File: config.mk
export PLATFORM = sky130hd
export DESIGN_NAME = mux_scan_ctrl
export DESIGN_NICKNAME = d
export VERILOG_FILES = /design/src/rtl/mux_scan_ctrl_pkg.sv /design/src/rtl/mux_scan_ctrl_result_buf.sv /design/src/rtl/mux_scan_ctrl.sv
export SDC_FILE = /design/constraint.sdc
export NUM_CORES = 1
export LEC_CHECK = 0
export BUFFER_PORTS_ARGS = -buffer_cell sky130_fd_sc_hd__clkbuf_2
export CAP_MARGIN = 20
export CORE_AREA = 2 2 159 161
export CTS_BUF_LIST = sky130_fd_sc_hd__clkbuf_16
export DETAILED_ROUTE_END_ITERATION = 16
export DIE_AREA = 0 0 161 163
export PLACE_DENSITY = 0.79
export SYNTH_ARGS = -nofsm -noshare
export SYNTH_HDL_FRONTEND = slang
export SYNTH_SLANG_ARGS = --single-unit
File: constraint.sdc
create_clock -name clk -period 3.1 [get_ports clk]
set_input_delay 0 -clock clk [delete_from_list [all_inputs] [get_ports clk]]
set_output_delay 0 -clock clk [all_outputs]
set_load 0.005 [all_outputs]
File: src/rtl/mux_scan_ctrl_pkg.sv
// Shared definitions for the analog mux scan controller: FSM encoding,
// command byte layout and the marker stored for a timed-out conversion.
package mux_scan_ctrl_pkg;

    // Scan sequencer states
    typedef enum logic [2:0] {
        ST_IDLE   = 3'd0,
        ST_SETUP  = 3'd1,
        ST_SETTLE = 3'd2,
        ST_CONV   = 3'd3,
        ST_STORE  = 3'd4,
        ST_DONE   = 3'd5
    } scan_state_t;

    // Command byte layout: [7]=start, [6]=1.65k load, [5]=240R load, [3:0]=last channel
    localparam int CMD_START_BIT = 7;
    localparam int CMD_PR_BIT    = 6;
    localparam int CMD_PDR_BIT   = 5;
    localparam int CMD_LAST_MSB  = 3;

    // Value written to the buffer when a channel's conversion never completes
    localparam logic [15:0] TIMEOUT_MARK = 16'hFFFF;

    function automatic int max_int(input int x, input int y);
        return (x > y) ? x : y;
    endfunction

    // Requested last channel limited to the channels that actually exist
    function automatic logic [3:0] clamp_last(input logic [3:0] req, input int n_ch);
        if (int'(req) >= n_ch) begin
            return 4'(n_ch - 1);
        end
        return req;
    endfunction

endpackage

File: src/rtl/mux_scan_ctrl_result_buf.sv
// Byte buffer for scan results: two bytes written per store (high byte at the
// lower address), one byte popped per read, show-ahead output, full clear.
module scan_result_buf #(
    parameter int DEPTH = 32,
    parameter int LEN_W = $clog2(DEPTH + 1)
) (
    input  logic             clk,
    input  logic             n_rst,
    input  logic             clr_i,
    input  logic             wr_i,
    input  logic [15:0]      wr_data_i,
    input  logic             pop_i,
    output logic [7:0]       rd_data_o,
    output logic [LEN_W-1:0] len_o
);

    localparam int PTR_W = $clog2(DEPTH);

    logic [7:0]       mem_q [DEPTH];
    logic [PTR_W-1:0] wr_ptr_q, wr_ptr_d;
    logic [PTR_W-1:0] rd_ptr_q, rd_ptr_d;
    logic [LEN_W-1:0] len_q, len_d;
    logic [PTR_W-1:0] wr_ptr_nx;
    logic             pop_ok;

    assign wr_ptr_nx = wr_ptr_q + PTR_W'(1);
    assign pop_ok    = pop_i && (len_q != '0);

    // Next pointer/length values; clear wins over write and pop
    always_comb begin
        wr_ptr_d = wr_ptr_q;
        rd_ptr_d = rd_ptr_q;
        len_d    = len_q;
        if (clr_i) begin
            wr_ptr_d = '0;
            rd_ptr_d = '0;
            len_d    = '0;
        end else begin
            if (wr_i) begin
                wr_ptr_d = wr_ptr_q + PTR_W'(2);
            end
            if (pop_ok) begin
                rd_ptr_d = rd_ptr_q + PTR_W'(1);
            end
            len_d = len_q + (wr_i ? LEN_W'(2) : LEN_W'(0)) - (pop_ok ? LEN_W'(1) : LEN_W'(0));
        end
    end

    // Pointer and length registers
    always_ff @(posedge clk or negedge n_rst) begin
        if (!n_rst) begin
            wr_ptr_q <= '0;
            rd_ptr_q <= '0;
            len_q    <= '0;
        end else begin
            wr_ptr_q <= wr_ptr_d;
            rd_ptr_q <= rd_ptr_d;
            len_q    <= len_d;
        end
    end

    // Storage needs no reset: nothing is visible until len is non-zero
    always_ff @(posedge clk) begin
        if (wr_i && !clr_i) begin
            mem_q[wr_ptr_q]  <= wr_data_i[15:8];
            mem_q[wr_ptr_nx] <= wr_data_i[7:0];
        end
    end

    assign rd_data_o = (len_q == '0) ? 8'h00 : mem_q[rd_ptr_q];
    assign len_o     = len_q;

endmodule

File: src/rtl/mux_scan_ctrl.sv
// Analog output mux scan sequencer: steps the mux address over channels
// 0..last with a fixed load applied, settles, triggers one ADC conversion per
// channel and queues the 16-bit results as bytes on the have_msg/rdreq bus.
// Bus handshake: a byte is consumed on a clock edge where rdreq and have_msg
// are both high; slave_data always shows the oldest unread byte.
module mux_scan_ctrl
    import mux_scan_ctrl_pkg::*;
#(
    parameter int N_CH        = 16,
    parameter int SETTLE_CYC  = 1000,
    parameter int ADC_W       = 12,
    parameter int TIMEOUT_CYC = 65535
) (
    input  logic             clk,
    input  logic             n_rst,
    input  logic [7:0]       master_data,
    input  logic             valid,
    input  logic             rdreq,
    output logic             have_msg,
    output logic [7:0]       slave_data,
    output logic [7:0]       len,
    output logic [3:0]       a,
    output logic             load_pr_3v7,
    output logic             load_pdr,
    output logic             adc_start,
    input  logic             adc_done,
    input  logic [ADC_W-1:0] adc_data,
    output logic             busy,
    output logic             err,
    output logic [2:0]       state_dbg
);

    localparam int DEPTH = 2 * N_CH;
    localparam int LEN_W = $clog2(DEPTH + 1);
    localparam int CNT_W = $clog2(max_int(max_int(SETTLE_CYC, TIMEOUT_CYC), 2));
    localparam logic [CNT_W-1:0] SETTLE_LAST = CNT_W'(SETTLE_CYC - 1);
    localparam logic [CNT_W-1:0] TMO_LAST    = CNT_W'(TIMEOUT_CYC - 1);

    scan_state_t      state_q, state_d;
    logic [3:0]       ch_q, ch_d;
    logic [3:0]       last_q, last_d;
    logic             pr_q, pr_d;
    logic             pdr_q, pdr_d;
    logic [CNT_W-1:0] cnt_q, cnt_d;
    logic [15:0]      val_q, val_d;
    logic             err_q, err_d;
    logic             adc_start_q;
    logic             buf_clr;
    logic             buf_wr;
    logic             buf_pop;
    logic [LEN_W-1:0] buf_len;
    logic             start_cmd;
    logic             cmd_unused;

    // Bit 4 of the command byte carries no meaning
    assign cmd_unused = master_data[4];
    assign start_cmd  = valid && master_data[CMD_START_BIT];

    // Next-state logic; one counter serves both the settle and timeout waits
    always_comb begin
        state_d = state_q;
        ch_d    = ch_q;
        last_d  = last_q;
        pr_d    = pr_q;
        pdr_d   = pdr_q;
        cnt_d   = cnt_q;
        val_d   = val_q;
        err_d   = err_q;
        buf_clr = 1'b0;
        buf_wr  = 1'b0;
        unique case (state_q)
            ST_IDLE: begin
                if (start_cmd) begin
                    last_d  = clamp_last(master_data[CMD_LAST_MSB:0], N_CH);
                    pr_d    = master_data[CMD_PR_BIT];
                    pdr_d   = master_data[CMD_PDR_BIT];
                    ch_d    = '0;
                    err_d   = 1'b0;
                    buf_clr = 1'b1;
                    state_d = ST_SETUP;
                end
            end
            ST_SETUP: begin
                cnt_d   = '0;
                state_d = ST_SETTLE;
            end
            ST_SETTLE: begin
                if (cnt_q == SETTLE_LAST) begin
                    cnt_d   = '0;
                    state_d = ST_CONV;
                end else begin
                    cnt_d = cnt_q + CNT_W'(1);
                end
            end
            ST_CONV: begin
                // A conversion finishing on the timeout cycle still counts
                if (adc_done) begin
                    val_d   = 16'(adc_data);
                    state_d = ST_STORE;
                end else if (cnt_q == TMO_LAST) begin
                    val_d   = TIMEOUT_MARK;
                    err_d   = 1'b1;
                    state_d = ST_STORE;
                end else begin
                    cnt_d = cnt_q + CNT_W'(1);
                end
            end
            ST_STORE: begin
                buf_wr = 1'b1;
                if (ch_q == last_q) begin
                    state_d = ST_DONE;
                end else begin
                    ch_d    = ch_q + 4'd1;
                    state_d = ST_SETUP;
                end
            end
            ST_DONE: begin
                state_d = ST_IDLE;
            end
            default: begin
                state_d = ST_IDLE;
            end
        endcase
    end

    // Sequencer state and scan context registers
    always_ff @(posedge clk or negedge n_rst) begin
        if (!n_rst) begin
            state_q <= ST_IDLE;
            ch_q    <= '0;
            last_q  <= '0;
            pr_q    <= 1'b0;
            pdr_q   <= 1'b0;
            cnt_q   <= '0;
            val_q   <= '0;
            err_q   <= 1'b0;
        end else begin
            state_q <= state_d;
            ch_q    <= ch_d;
            last_q  <= last_d;
            pr_q    <= pr_d;
            pdr_q   <= pdr_d;
            cnt_q   <= cnt_d;
            val_q   <= val_d;
            err_q   <= err_d;
        end
    end

    // Conversion trigger is registered so it is high for exactly the first CONV cycle
    always_ff @(posedge clk or negedge n_rst) begin
        if (!n_rst) begin
            adc_start_q <= 1'b0;
        end else begin
            adc_start_q <= (state_q == ST_SETTLE) && (state_d == ST_CONV);
        end
    end

    assign busy        = (state_q == ST_SETUP) || (state_q == ST_SETTLE) ||
                         (state_q == ST_CONV)  || (state_q == ST_STORE);
    assign a           = busy ? ch_q : 4'd0;
    assign load_pr_3v7 = busy && pr_q;
    assign load_pdr    = busy && pdr_q;
    assign adc_start   = adc_start_q;
    assign err         = err_q;
    assign state_dbg   = state_q;

    assign have_msg = (buf_len != '0) && !busy;
    assign buf_pop  = rdreq && have_msg;
    assign len      = 8'(buf_len);

    scan_result_buf #(
        .DEPTH (DEPTH),
        .LEN_W (LEN_W)
    ) u_buf (
        .clk       (clk),
        .n_rst     (n_rst),
        .clr_i     (buf_clr),
        .wr_i      (buf_wr),
        .wr_data_i (val_q),
        .pop_i     (buf_pop),
        .rd_data_o (slave_data),
        .len_o     (buf_len)
    );

endmodule

Yosys cells after proc, flatten, opt, wreduce, memory -nomap -nowiden
Memories as Yosys holds them, arrays and structs flattened.
Cells that the tools add are included.
Cells by class
  add/subtract/negate cells: 7
  equality and inequality tests: 13
  mux-type cells: 33
  reduce and logical (&&, ||, !) cells: 27
Operator list (count)
  $mux 16: 5
  $pmux 16 s3: 1
  $mux 5: 4
  $add 16x1->16 const B: 1
  $eq 16x10->1 const B: 1
  $eq 16x16->1 const B: 1
  $mux 3: 5
  $pmux 3 s5: 1
  $mux 4: 3
  $add 5x1->5 const B: 2
  $ne 2x2->1 const B: 5
  $reduce_bool 2->1: 5
  $eq 3x2->1 const B: 3
  $mux 1: 9
  $logic_and 1x1->1: 8
  $mux 8: 1
  $pmux 4 s2: 1
  $add 6x6->6: 1
  $logic_not 6->1: 1
  $mux 6: 1
  $reduce_and 3->1: 2
  $reduce_bool 6->1: 1
  $sub 6x6->6: 1
  $add 5x2->5 const B: 1
  12 further kinds: 16
Word-level totals
  register bits: 63
  RAM bits: 256
  input port bits: 25
  output and inout bits: 29
  logic and storage cells: 93
  memories kept: 1
Memory list
  u_buf.mem_q: words 32, width 8, rd ports 1, clocked after Yosys merged registers in 0, wr ports 2, line mux_scan_ctrl_result_buf.sv:19  | logic [7:0] mem_q [DEPTH];

Logic depth before layout (Yosys ltp)
  depth after elaboration: 11
  depth in mapped cells: 14
  gate-level depth less buffers: 13

Modules after synthesis
A second synthesis with hierarchy kept.
Second synthesis, totals
  cell total of the unflattened synthesis: 1143
  area total of the unflattened synthesis: 15504.9 um^2
Modules (own cells, without submodules)
  scan_result_buf: instances 1, cells an instance 909, area each 13165.1 um^2, seq. area each 8062.7 um^2
  mux_scan_ctrl: instances 1, cells an instance 234, area each 2339.7 um^2, seq. area each 1101.1 um^2

Worst setup path before layout
Ideal clock, no wire load.
  path kind: reg-to-reg
  from: register u_buf.len_q[2], in the netlist u_buf.len_o[2]
  to: register u_buf.len_q[5], in the netlist u_buf.len_o[5]
  setup time: 132 ps
  data arrival time: 2454 ps
  setup slack: 514 ps
  cell stages (with the launch flop): 15
  buffers on the path: 1
  clock period less this slack: 2586 ps
  path through: dfrtp_1 inv_1 ha_1 nor4bb_1 clkbuf_1 a211oi_2 ha_1 inv_1 ha_1 inv_1 fa_1 o21bai_1 a21oi_1 xnor2_1 nor2_1
Between the ends
  longest elaborated chain between the ends: 7
  elaborated cells between the ends (all ways): 8
  those cells by class: add/sub (2); mux (2); reduce/logical (4)
Ends and longest elaborated chain
  start, declared: line mux_scan_ctrl_result_buf.sv:22  | logic [LEN_W-1:0] len_q, len_d;
  start signal, assigned: line mux_scan_ctrl_result_buf.sv:58  | len_q <= len_d;
  branches (longest 5 deep; another with $add 6x6->6)
  $sub 6x6->6 (*): line mux_scan_ctrl_result_buf.sv:45  | len_d = len_q + (wr_i ? LEN_W'(2) : LEN_W'(0)) - (pop_ok ? LEN_W'(1) : LEN_W'(0));
  $mux 6 (*): line mux_scan_ctrl_result_buf.sv:34  | if (clr_i) begin
  net u_buf.len_d[5]: line mux_scan_ctrl_result_buf.sv:22
Mark *: on every way through the listed nets, which the timed path passes.
A chain may end at the register's enable or synchronous reset.

Worst setup path after layout
  from: register u_buf.rd_ptr_q[3]
  to: output slave_data[5]
Between the ends
  longest elaborated chain between the ends: 2
Ends and longest elaborated chain
  start, declared: line mux_scan_ctrl_result_buf.sv:21  | logic [PTR_W-1:0] rd_ptr_q, rd_ptr_d;
  start signal, assigned: line mux_scan_ctrl_result_buf.sv:57  | rd_ptr_q <= rd_ptr_d;
  $mem_v2 32x8
  $mux 8: line mux_scan_ctrl_result_buf.sv:70  | assign rd_data_o = (len_q == '0) ? 8'h00 : mem_q[rd_ptr_q];
  end, declared: line mux_scan_ctrl.sv:20  | output logic [7:0] slave_data,
Every way passes these cells.

==> impl_summary.md <==
Global routing
Across every metal layer, demand over resource in global routing totals 0.264. The first-pass GRT wire length is 52.8 mm. The number of antenna violations at the first check in global routing came to 0.

The via count of the first global-routing pass is 9,476. The maximum number of pins on one net before global-route repair is 48. The total congestion overflow after global routing is 0.

Synthesis
The area share of the largest cell type after synthesis is 0.510. After synthesis the cells add up to between 0.015 and 0.02 mm^2. The flip-flop and latch count after synthesis is between 300 and 400. Of all cell types, the one taking the most synthesized area is edfxtp_1.

Counting distinct cell types in the post-synthesis netlist gives 60. The gate count after technology mapping is between 1,000 and 1,500. After synthesis, the cell types taking the most area are edfxtp_1 (51%), dfrtp_1 (9.8%), mux4_2 (6.1%).

The share of synthesized flip-flops with an asynchronous set or reset is 0.187. The mean area per synthesized cell is ~13 um^2. The share of synthesized area occupied by flip-flops and latches is 0.608. In this run, synthesis inferred between 200 and 300 flip-flops with an integrated enable.

The primary flip-flop cell chosen by synthesis mapping is edfxtp_1. The count of yosys warnings during synthesis is 0.

Place
Detailed placement finished with a half-perimeter wire length of ~21 mm. In this run, placement finished with an instance count of 1,417. The congestion estimate from routability-driven global placement came to about 0.85. The count of buffers from port buffering is 50.

Finish
Once layout is complete, the cells apart from fillers number 1,506. Registers take 0.00917 mm^2. The combined area of the multi-input logic cells is between 0.004 and 0.005 mm^2. The area growth from synthesis to final layout is 9.72%. The repair_antennas step left the layout with diodes totalling 0. Of the cells placed in the final design, the portion with a size suffix greater than 1 is 0.205. The filler cells instantiated in the layout total roughly 1,700.

The final layout net count is approximately 1,200.

Clock network
The TritonCTS clock tree is done. The clock latency of the later-clocked register in the worst-skew pair is about 570 ps. In this run the number of H-tree levels came out at 1. The post-CTS setup buffer count is 0. CTS placed an instance of clkbuf_16 at the clock tree root. The number of sinks on the clock net is 315. The post-CTS clock slew at the launch and capture registers of the worst setup and hold paths is 60 ps. The maximum buffer depth of the clock tree is 3. The number of buffers added by the clock tree synthesis step is 31.

STA
The final hold violation count is 0. Setup repair after global routing left no endpoint under its margin. Counting I/O delays and the setup requirement, the final critical path takes roughly 3000 ps. At the pin with the least slew margin, the transition time is 994 ps. In the final timing run, aggregate negative setup slack is 0 ps. The final period utilization is 0.969. Setup violations remaining at the end of the flow were counted as 0. Between clock sinks in the finished design, the worst skew comes to 20.0 ps. Headroom to the max-slew limit came out at 0.337.

The maximum clock rate is 333 MHz. The final max-slew violation count was 0. The final hold slack is ~28 ps.

Critical path
For the worst setup path, the data required time is ~3100 ps. The kind of end point of the critical path is an output port. For this design, the slowest cell found on the critical path is dfrtp_2. STA classifies the critical path startpoint as a flop. The biggest cell delay along the critical path is 860 ps. The launch point of the worst reg-to-reg path is state_dbg[0].

Of all nets on the critical path, the largest fanout is 28. The worst register-to-register path ends at u_buf.len_o[5]. The depth of the worst register-to-register path is 11.

The start-to-end type of the worst setup path is reg -> out. Data on the critical path arrives at its endpoint at ~3000 ps. Setup slack on the worst reg-to-reg path comes out at 440 ps. Walking the worst path, the cells encountered are buf_12, mux4_2, nand2_1, a21oi_1, a311oi_1, a211oi_1, clkbuf_2.

Route
Using the TritonRoute via totals, the vias-per-cell ratio works out to 6.23. The final route contains approximately 9,400 vias. The detailed router finished its first iteration with 982 violations.

The number of antenna-violating nets in the routed design is 0. In the final routed layout, each cell accounts on average for approximately 22 um. Wires add up to roughly 34 mm.

In the routed design, unresolved DRC markers number 0. The iteration count of the initial detailed-routing pass is 5.

Floorplan
After floorplanning, the core was sized to cover about 0.025 mm^2. The initialized floorplan defines 58 standard-cell rows. The area of the die is 0.0262 mm^2. The chip height is ~160 um. The initial standard-cell utilization of the core is 0.611. The die is around 160 um wide. In this run the count of I/O pins placed on the die edge is 54.

Min path
The tightest min-delay check is of the in -> reg type. The count of cells along the worst hold path is 5. The endpoint of the worst hold-timing path is last_q[3]. The startpoint identified for the worst hold timing path is valid.

Power and ir drop
The reported leakage power is 6.46 nW. The worst-case IR drop observed on VDD is 0.781 mV. The power density of the placed cells is around 860 mW/mm^2. The overall power of the completed layout is 14.2 mW.

Outcome
The run finished with clean final reports.

Flow run
The number of maximum-capacitance violations is 0.
==> synth_stat cells, types with 4 or more instances <==
cell type	instances
a211oi_1	7
nand3_1	16
dfrtp_1	59
a21oi_1	26
xor2_1	6
inv_1	37
buf_2	6
a221oi_1	10
mux2_2	40
nand4_1	9
a22o_1	11
nor2b_1	17
ha_1	13
buf_4	7
mux2i_1	48
xnor2_1	7
clkbuf_1	175
mux4_2	41
nand2_1	147
and2_1	5
nor4_4	4
nor3_1	9
buf_1	14
edfxtp_1	256
o22a_1	4
nor4_1	9
nand2b_1	6
o21ai_0	67
and3_1	9
nor2_1	45
a31oi_1	7
a311oi_1	7
buf_6	6
o221ai_1	7
a21o_1	34
==> registers in the layout, summed over array words and instances, names as in the netlist <==
register        flops
ch_q                4
adc_start           1
pdr_q               1
cnt_q              16
pr_q                1
last_q              4
u_buf.len_o         6
u_buf.rd_ptr_q      5
val_q              13
err                 1
u_buf.mem_q       256
u_buf.wr_ptr_q      4
state_dbg           3
==> power breakdown <==
group	total (mW)	switching (mW)	internal [mW]
sequential	6.06	0.765	5.30
clock	3.52	1.58	1.95
combinational	4.57	2.58	1.99
==> worst max-delay path by stage <==
stage | start | endpoint | slack [ps] | depth (start not counted)
CTS | u_buf.rd_ptr_q[1] | slave_data[3] | 0.5 | 5
global placement | state_dbg[0] | u_buf.mem_q[13][0] | 580 | 5
floorplan | u_buf.len_o[2] | u_buf.len_o[5] | 510 | 14
global route | u_buf.rd_ptr_q[0] | slave_data[6] | 6 | 8
finish | u_buf.rd_ptr_q[3] | slave_data[5] | 100 | 7
detailed placement | state_dbg[0] | u_buf.mem_q[13][1] | 480 | 5
==> cells by family (layout without fill, tap and decap cells) <==
family,after synthesis,after routing,synth area share
compound gates,188,188,0.0825
xor+xnor,13,13,0.00756
fa+ha+maj,14,14,0.0121
buf+inv,248,218,0.0673
flops,315,315,0.608
mux,129,129,0.123
other cells,1,2,0.000249
simple gates,297,297,0.0991
==> area by class of cell <==
| type | instances | share of cell area |
|---|---|---|
| inverter | 39 | 0.00901 |
| multi-input combinational | 643 | 0.297 |
| clock buffer | 32 | 0.0484 |
| sequential | 315 | 0.555 |
| timing repair buffer | 121 | 0.0570 |
| clock inverter | 26 | 0.00878 |
| tap | 330 | 0.0250 |
==> metrics by stage <==
stage	worst slack [ps]	cell area, um^2	util
floorplan	514	15100	-
global placement	583	15200	0.616
detailed placement	484	15200	0.617
CTS	0.548	16400	0.666
global route	6.04	16500	0.670
finish	97.1	16500	0.670
==> metal layers <==
layer | share of wire | vias to the layer above | GRT usage
li1 | - | 4176 | -
met1 | 0.40 | 4681 | 0.352
met2 | 0.48 | 435 | 0.437
met3 | 0.086 | 83 | 0.0514
met4 | 0.036 | 0 | 0.0958
met5 | 0 | - | 0
==> worst max-delay path, delay by kind of cell (launching register included) <==
family / cells / cell delay, ps
DFF: 1 / 860
buffers and inverters: 2 / 400
muxes: 1 / 330
AOI/OAI and AO/OA: 3 / 730
and+or+nand+nor: 1 / 80
==> layout by cell type (no fill, tap or decap), drive strengths merged, types with 9 or more instances in the layout <==
master,Yosys,routed
and3,9,9
clkinv,1,15
inv,38,49
a21o,34,34
nor2b,17,17
clkbuf,176,82
mux4,41,41
ha,13,13
a21oi,26,26
nand4,9,9
a221oi,10,10
buf,33,43
mux2,40,40
a22o,11,11
nand2,147,147
nor3,10,10
edfxtp,256,256
o21ai,68,68
nand3,16,16
nor4,13,13
dfrtp,59,59
nor2,48,48
dlygate4sd3,0,28
mux2i,48,48
==> timing repair <==
| item | CTS | global route |
|---|---|---|
| resized for setup | 0 | 3 |
| endpoints found under the setup margin | 0 | 8 |
| endpoints found under the hold margin | 56 | 0 |
| hold buffers | 28 | 0 |
No activity file was read; power rests on OpenSTA's default activity.
